--- config.mk ---
export PLATFORM = sky130hd
export DESIGN_NAME = mccoy_sequencer
export DESIGN_NICKNAME = d
export VERILOG_FILES = /design/src/rtl/mccoy_pkg.sv /design/src/rtl/mccoy_pc.sv /design/src/rtl/mccoy_sequencer.sv
export SDC_FILE = /design/constraint.sdc
export NUM_CORES = 1
export LEC_CHECK = 0
export CAP_MARGIN = 40
export CELL_PAD_IN_SITES_DETAIL_PLACEMENT = 1
export CELL_PAD_IN_SITES_GLOBAL_PLACEMENT = 2
export CORE_MARGIN = 2
export CORE_UTILIZATION = 26
export CTS_CLUSTER_SIZE = 14
export DETAILED_ROUTE_END_ITERATION = 10
export MAX_ROUTING_LAYER = met4
export PLACE_DENSITY = 0.87
export RECOVER_POWER = 100
export SLEW_MARGIN = 20
export SYNTH_ARGS = -nofsm -noshare
export SYNTH_HDL_FRONTEND = slang
export SYNTH_HIERARCHICAL = 1
export SYNTH_SLANG_ARGS = --single-unit
--- constraint.sdc ---
create_clock -name clk -period 1.8 [get_ports clk]
set_input_delay 0.36 -clock clk [delete_from_list [all_inputs] [get_ports clk]]
set_output_delay 0.36 -clock clk [all_outputs]
set_load 0.005 [all_outputs]
--- src/rtl/mccoy_pkg.sv ---
// Shared types and constants for the McCoy core control path.
// Holds the sequencer state encoding, opcode values and instruction field widths.
package mccoy_pkg;

  typedef enum logic [2:0] {
    S_IDLE,
    S_FETCH,
    S_DECODE,
    S_EXEC,
    S_WB,
    S_HALT,
    S_FAULT
  } state_t;

  localparam logic [2:0] OP_BEZ  = 3'd0;
  localparam logic [2:0] OP_LI   = 3'd1;
  localparam logic [2:0] OP_JA   = 3'd2;
  localparam logic [2:0] OP_ADD  = 3'd3;
  localparam logic [2:0] OP_LR   = 3'd4;
  localparam logic [2:0] OP_NOT  = 3'd5;
  localparam logic [2:0] OP_SR   = 3'd6;
  localparam logic [2:0] OP_HALT = 3'd7;

  // Opcode occupies the top OPC_W bits of the instruction word.
  localparam int OPC_W = 3;
  // Fetch timeout counter width; supports timeouts up to 2^TO_W-1 cycles.
  localparam int TO_W  = 4;

endpackage

--- src/rtl/mccoy_pc.sv ---
// Program counter register for the McCoy sequencer.
// A load takes priority over an increment; the increment wraps modulo 2^PC_W.
module mccoy_pc
  import mccoy_pkg::*;
#(
  parameter int PC_W = 5
) (
  input  logic            clk,
  input  logic            rst_n,
  input  logic            inc,
  input  logic            load,
  input  logic [PC_W-1:0] target,
  output logic [PC_W-1:0] pc
);

  logic [PC_W-1:0] pc_reg;

  always_ff @(posedge clk or negedge rst_n) begin
    if (!rst_n) begin
      pc_reg <= '0;
    end else if (load) begin
      pc_reg <= target;
    end else if (inc) begin
      pc_reg <= pc_reg + 1'b1;
    end
  end

  assign pc = pc_reg;

endmodule

--- src/rtl/mccoy_sequencer.sv ---
// Multi-cycle control FSM of the McCoy core: fetch over req/ack, decode, execute, write back.
// Owns the IR, the fetch timeout counter and the branch decision; the PC lives in mccoy_pc.
module mccoy_sequencer
  import mccoy_pkg::*;
#(
  parameter int PC_W     = 5,
  parameter int IW       = 8,
  parameter int FETCH_TO = 15
) (
  input  logic            clk,
  input  logic            rst_n,
  input  logic            run,
  output logic            imem_req,
  output logic [PC_W-1:0] imem_addr,
  input  logic            imem_ack,
  input  logic [IW-1:0]   imem_data,
  output logic [2:0]      opcode,
  output logic [PC_W-1:0] operand,
  input  logic            dec_bez,
  input  logic            dec_ja,
  input  logic            dec_wreg,
  input  logic            dec_wx8,
  input  logic            x8_zero,
  output logic            alu_en,
  output logic            reg_we,
  output logic            x8_we,
  output logic [PC_W-1:0] pc,
  output logic            busy,
  output logic            halted,
  output logic            fault
);

  localparam logic [TO_W-1:0] TO_LAST = TO_W'(FETCH_TO - 1);

  state_t          state_reg, state_next;
  logic [IW-1:0]   ir_reg;
  logic [TO_W-1:0] to_cnt_reg;
  logic            taken_reg;
  logic            pc_inc, pc_load;

  always_ff @(posedge clk or negedge rst_n) begin
    if (!rst_n) begin
      state_reg  <= S_IDLE;
      ir_reg     <= '0;
      to_cnt_reg <= '0;
      taken_reg  <= 1'b0;
    end else begin
      state_reg <= state_next;
      if (state_reg == S_FETCH) begin
        if (imem_ack) begin
          ir_reg     <= imem_data;
          to_cnt_reg <= '0;
        end else if (to_cnt_reg == TO_LAST) begin
          to_cnt_reg <= '0;
        end else begin
          to_cnt_reg <= to_cnt_reg + 1'b1;
        end
      end
      // Branch condition is frozen in EXEC so x8_zero is never looked at elsewhere.
      if (state_reg == S_EXEC) begin
        taken_reg <= (dec_bez & x8_zero) | dec_ja;
      end
    end
  end

  always_comb begin
    state_next = state_reg;
    imem_req   = 1'b0;
    alu_en     = 1'b0;
    reg_we     = 1'b0;
    x8_we      = 1'b0;
    pc_inc     = 1'b0;
    pc_load    = 1'b0;
    case (state_reg)
      S_IDLE, S_HALT, S_FAULT: begin
        if (run) state_next = S_FETCH;
      end
      S_FETCH: begin
        imem_req = 1'b1;
        if (imem_ack) begin
          state_next = S_DECODE;
        end else if (to_cnt_reg == TO_LAST) begin
          state_next = S_FAULT;
        end
      end
      S_DECODE: begin
        if (opcode == OP_HALT) begin
          pc_inc     = 1'b1;
          state_next = S_HALT;
        end else begin
          state_next = S_EXEC;
        end
      end
      S_EXEC: begin
        alu_en     = 1'b1;
        state_next = S_WB;
      end
      S_WB: begin
        reg_we     = dec_wreg;
        x8_we      = dec_wx8;
        pc_load    = taken_reg;
        pc_inc     = ~taken_reg;
        state_next = S_FETCH;
      end
      default: state_next = S_IDLE;
    endcase
  end

  mccoy_pc #(.PC_W(PC_W)) u_pc (
    .clk    (clk),
    .rst_n  (rst_n),
    .inc    (pc_inc),
    .load   (pc_load),
    .target (operand),
    .pc     (pc)
  );

  assign opcode    = ir_reg[IW-1 -: OPC_W];
  assign operand   = ir_reg[PC_W-1:0];
  assign imem_addr = pc;
  assign busy      = (state_reg == S_FETCH) || (state_reg == S_DECODE) ||
                     (state_reg == S_EXEC)  || (state_reg == S_WB);
  assign halted    = (state_reg == S_HALT);
  assign fault     = (state_reg == S_FAULT);

endmodule

[Word-level counts from Yosys, hierarchy flattened]
Cells that the tools add are included.
Widths: inputs -> output; s select.
Word-level totals
  flip-flop bits (word level): 21
  input port bits: 17
  output and inout port bits: 25
  logic and storage cells: 44
Operators by class
  $add $sub $neg: 2
  equal/unequal tests: 10
  mux-type cells: 16
  bitwise gates (word level): 3
  reduce and logical (&&, ||, !) cells: 8
Operator list (count)
  $pmux 3 s5: 1
  $eq 3x3->1 const B: 4
  $mux 3: 4
  $mux 5: 2
  $mux 4: 2
  $eq 3x2->1 const B: 2
  $mux 1: 6
  $add 5x1->5 const B: 1
  $add 4x1->4 const B: 1
  $eq 4x4->1 const B: 1
  $reduce_and 2->1: 2
  $eq 3x1->1 const B: 1
  $logic_not 3->1: 1
  $logic_or 1x1->1: 3
  $ne 3x3->1 const B: 1
  $reduce_or 3->1: 1
  $ne 2x2->1 const B: 1
  $pmux 1 s2: 1
  $reduce_bool 2->1: 1
  $and 1x1->1: 1
  $not 1->1: 1
  $or 1x1->1: 1

[Logic depth before layout (Yosys ltp)]
  word-level depth: 5
  depth in mapped cells: 7
  depth with buffers taken out: 6

[Cells and area by module]
The synthesis kept the hierarchy.
By module, submodules not included
  mccoy_sequencer: instances 1, cells each 85, area each 887.1 sq um, sequential area each 400.4 sq um
  mccoy_pc: instances 1, cells each 24, area each 249.0 sq um, sequential area each 125.1 sq um

[Least setup slack after synthesis]
No wires, ideal clock.
  kind: register to register
  from: register state_reg[1]
  to: register u_pc.pc_reg[3] (netlist: u_pc/pc[3])
  setup time: 125 ps
  arrival time: 1527 ps
  data required time: 1675 ps
  slack: 148 ps
  stages on the path, launching flop included: 7
  buffers on the path: 1
  clock period less this slack: 1652 ps
  cell sequence: dfrtp_1 -> clkbuf_1 -> a22oi_1 -> nor2_1 -> nand4_1 -> xnor2_1 -> mux2_2
Between the ends
  longest elaborated chain between the ends: 3
  elaborated cells on any way between the ends: 6
  classes of those cells: 2 x eq/ne; 3 x mux; 1 x reduce/logical
RTL lines
  start: declaration: RTL line mccoy_sequencer.sv:35  | state_t state_reg, state_next;
  start signal: assignment: RTL line mccoy_sequencer.sv:48  | state_reg <= state_next;
  $eq 3x3->1 / $eq 3x2->1 (equally long branches): RTL line mccoy_sequencer.sv:74  | case (state_reg)
  $pmux 1 s2 (*): RTL line mccoy_sequencer.sv:74
  net pc_inc: RTL line mccoy_sequencer.sv:39  | logic pc_inc, pc_load;
  $reduce_bool 2->1 (no line) (*)
  end signal: assignment: RTL line mccoy_pc.sv:22  | pc_reg <= target;
  end signal: assignment: RTL line mccoy_pc.sv:24  | pc_reg <= pc_reg + 1'b1;
  end: declaration: RTL line mccoy_pc.sv:16  | logic [PC_W-1:0] pc_reg;
The timed path passes the listed nets; every way through them passes the cells marked *.
A chain may end at the register's enable or synchronous reset.

[Final worst setup path]
  from: register state_reg[2]
  to: register ir_reg[7]
Between the ends
  longest elaborated chain between the ends: 2
RTL lines
  $eq 3x1->1: RTL line mccoy_sequencer.sv:49  | if (state_reg == S_FETCH) begin
  $reduce_and 2->1 (no line)
  end signal: assignment: RTL line mccoy_sequencer.sv:51  | ir_reg <= imem_data;
  end: declaration: RTL line mccoy_sequencer.sv:36  | logic [IW-1:0] ir_reg;
Every way passes these cells.

==> out/metrics.yaml <==
run_status:
  status: "completed"
die:
  ios: 42
  rows: 24
  fp.dieW_um: 70.1
  die-height_um: 70.1
  core_mm2: 0.00429
  initial_core_util_pct: 26.5
  die_area_mm2: 0.00491
setup_path:
  r2r_start: "state_reg[2]"
  reg2reg_slack_ns: 0.005
  startpoint_type: "flop"
  critPathCaptureType: "flop"
  r2r-end: "ir_reg[7]"
  worst-r2r-cell-count: 5
  criticalPathCategory: "flop to flop"
  path_max_fanout: 8
  cp_data_arrival_time_ns: 1.93
  crit_required_ns: 1.94
drt:
  routedWlPerCell_um: 15.9
  detail-route-antenna-nets: 0
  first_iter_violations: 28
  drc: 0
  dr_total_vias: 1066
  firstDrtPassIters: 4
  vias_per_cell: 4.82
  wl_um: 3520
sta:
  worst_pin_slew_ns: 0.455
  fin_crit_ns: 1.79
  max-slew-margin-rel_pct: 69.5
  drv_slew: 0
  setup_viol: 0
  period_share_pct: 99.7
  rsz0062_at_grt: "yes"
  hold_ws_ns: 0.467
  skew_ns: 0.00483
  fin_tns_setup_ns: 0
  fmax_mhz: 557
  finalHoldViolations: 0
pwr:
  cellPowerDensity_mw_per_mm2: 1650
  ir_drop_mv: 0.562
  p_leak_nw: 0.844
placed_design:
  place_inst: 204
  post_dp_cell_area_mm2: 0.00164
  gp_congestion: 0.836
  place_hpwl_um: 2550
  place.port_buffers: 41
global_route:
  grt_pass1_vias: 1128
  antenna_found_initial: 0
  grt_pass1_wl_um: 5750
  grt.total_usage_pct: 15.0
  grt-ovfl-total: 0
  grt_max_degree: 12
logic_synthesis:
  synth_edf_count: 0
  ys.flop_type: "dfrtp_1"
  syn_nets: 129
  syn_avg_cell_area_um2: 10.4
  yosys_register_bits: 21
  ys_top_cells_by_area: "dfrtp_1, mux2_2, buf_4"
  syn_area_mm2: 0.00114
  yosys.area.top_type_share_pct: 46.3
  ys_warn_count: 6
  yosysSeqAreaShare_pct: 46.3
  syn_inst: 109
  synth_cell_types: 34
  yosysTopAreaCell: "dfrtp_1"
  synthArstFlopShare_pct: 100
layout:
  fin_nets: 190
  multi_input_area_um2: 574
  utilization_pct: 42.6
  fin_cells: 221
  layout-drive-gt1-share_pct: 26.0
  diodes: 0
  syn2layout_area_growth_pct: 61.0
  register_area_um2: 527
  stdcell_area_mm2: 0.00183
  n_fill_cell: 492
  largest_register_ffs: 8
cts:
  clk_latency_ns: 0.26
  tritoncts: "built"
  clkTransAtPathRegs_ns: 0.08
  ctsHoldBuffers: 0
  cts_sinks: 21
  clockBufferDepth: 2
  numCtsBuffers: 3
  htreeDepth: 1
  cts-root-buf: "clkbuf_8"
flow_run:
  drv_cap: 0
min_path:
  hold_class: "input port to async pin"
[stage by stage]
stage | power [mW] | setup slack [ns]
floorplan | 1.63 | 0.148
global placement | 2.33 | 0.00260
detailed placement | 2.41 | -0.0558
CTS | 2.82 | 0.00248
global route | 3.24 | -0.0594
finish | 3.02 | 0.00510
[how the worst max path moves through the flow]
| stage | from | to | cells past startpoint |
|---|---|---|---|
| floorplan | state_reg[1] | u_pc/pc[3] | 6 |
| detailed placement | dec_wx8 | x8_we | 3 |
| global route | state_reg[2] | ir_reg[7] | 5 |
| finish | state_reg[2] | ir_reg[7] | 5 |
| CTS | state_reg[2] | ir_reg[0] | 5 |
| global placement | dec_wreg | reg_we | 3 |
[what timing repair did]
item	in CTS	in global routing
resized for setup	15	17
pin swaps	1	4
buffers inserted	6	7
endpoints found under the hold margin	0	0
setup endpoints to repair	7	13
[cells by family (layout without fill, tap and decap cells)]
family                     count (synthesis)  count (layout)  share of synthesized area (%)
adders and majority gates                  3               3                           3.30
DFF                                       21              21                           46.3
xor gates and xnor gates                   5               5                           3.86
and+or+nand+nor                           29              29                           15.6
muxes                                     11              11                           10.7
buffers and inverters                     16              76                           7.27
AOI/OAI and AO/OA                         24              24                           13.0
[power by group]
group / switching (mW) / total (mW) / internal [mW]
registers: 0.246 / 0.946 / 0.700
clock network: 0.150 / 0.308 / 0.157
logic: 0.671 / 1.77 / 1.10
total: 1.07 / 3.02 / 1.96
[layout make-up]
class / count / area share, %
Multi-Input combinational cell: 72 / 31.4
Inverter: 6 / 1.23
Clock buffer: 4 / 2.46
Timing Repair Buffer: 66 / 32.6
Tap cell: 52 / 3.56
Sequential cell: 21 / 28.8
[synth_stat cells (3+ instances only)]
| master | instances |
|---|---|
| xnor2_1 | 3 |
| dfrtp_1 | 21 |
| o21ai_0 | 6 |
| nor2_1 | 5 |
| clkbuf_1 | 4 |
| mux2_2 | 8 |
| inv_1 | 5 |
| buf_4 | 6 |
| nand2_1 | 8 |
| ha_1 | 3 |
| a21oi_1 | 7 |
| and3_1 | 4 |
[cell usage in the layout, fill, tap and decap left out, types with 2 or more instances in the layout]
cell type | netlist | final
a22oi_1 | 2 | 2
dlygate4sd3_1 | 0 | 6
clkbuf_1 | 4 | 3
and3_1 | 4 | 3
clkbuf_8 | 0 | 3
mux2_4 | 0 | 7
ha_1 | 3 | 3
mux2i_1 | 2 | 2
inv_2 | 1 | 2
xnor2_1 | 3 | 3
buf_4 | 6 | 19
o21ai_0 | 6 | 5
nand2_1 | 8 | 8
a21oi_1 | 7 | 7
and4b_1 | 2 | 2
xor2_1 | 2 | 2
o22ai_1 | 2 | 2
o21ai_1 | 1 | 2
buf_6 | 0 | 3
nor2_1 | 5 | 4
dfrtp_1 | 21 | 20
clkdlybuf4s50_1 | 0 | 28
dlygate4sd2_1 | 0 | 5
nand4_1 | 2 | 2
inv_1 | 5 | 4
[critical path, cell delays in order, from the launching register on]
cell and delay [ns]:
dfrtp_2 0.45, buf_6 0.13, or3b_4 0.38, buf_8 0.14, nor2_8 0.22, mux2_1 0.35
[routing by layer]
metal  up-vias  part of all wire, %  GRT usage (%)
li1        502                    -              -
met1       537                   40           16.8
met2        27                   56           27.7
met3         0                  3.1           2.60
met4         0                    0           3.21
met5         -                    0              -
(Power assumes the default switching activity.)
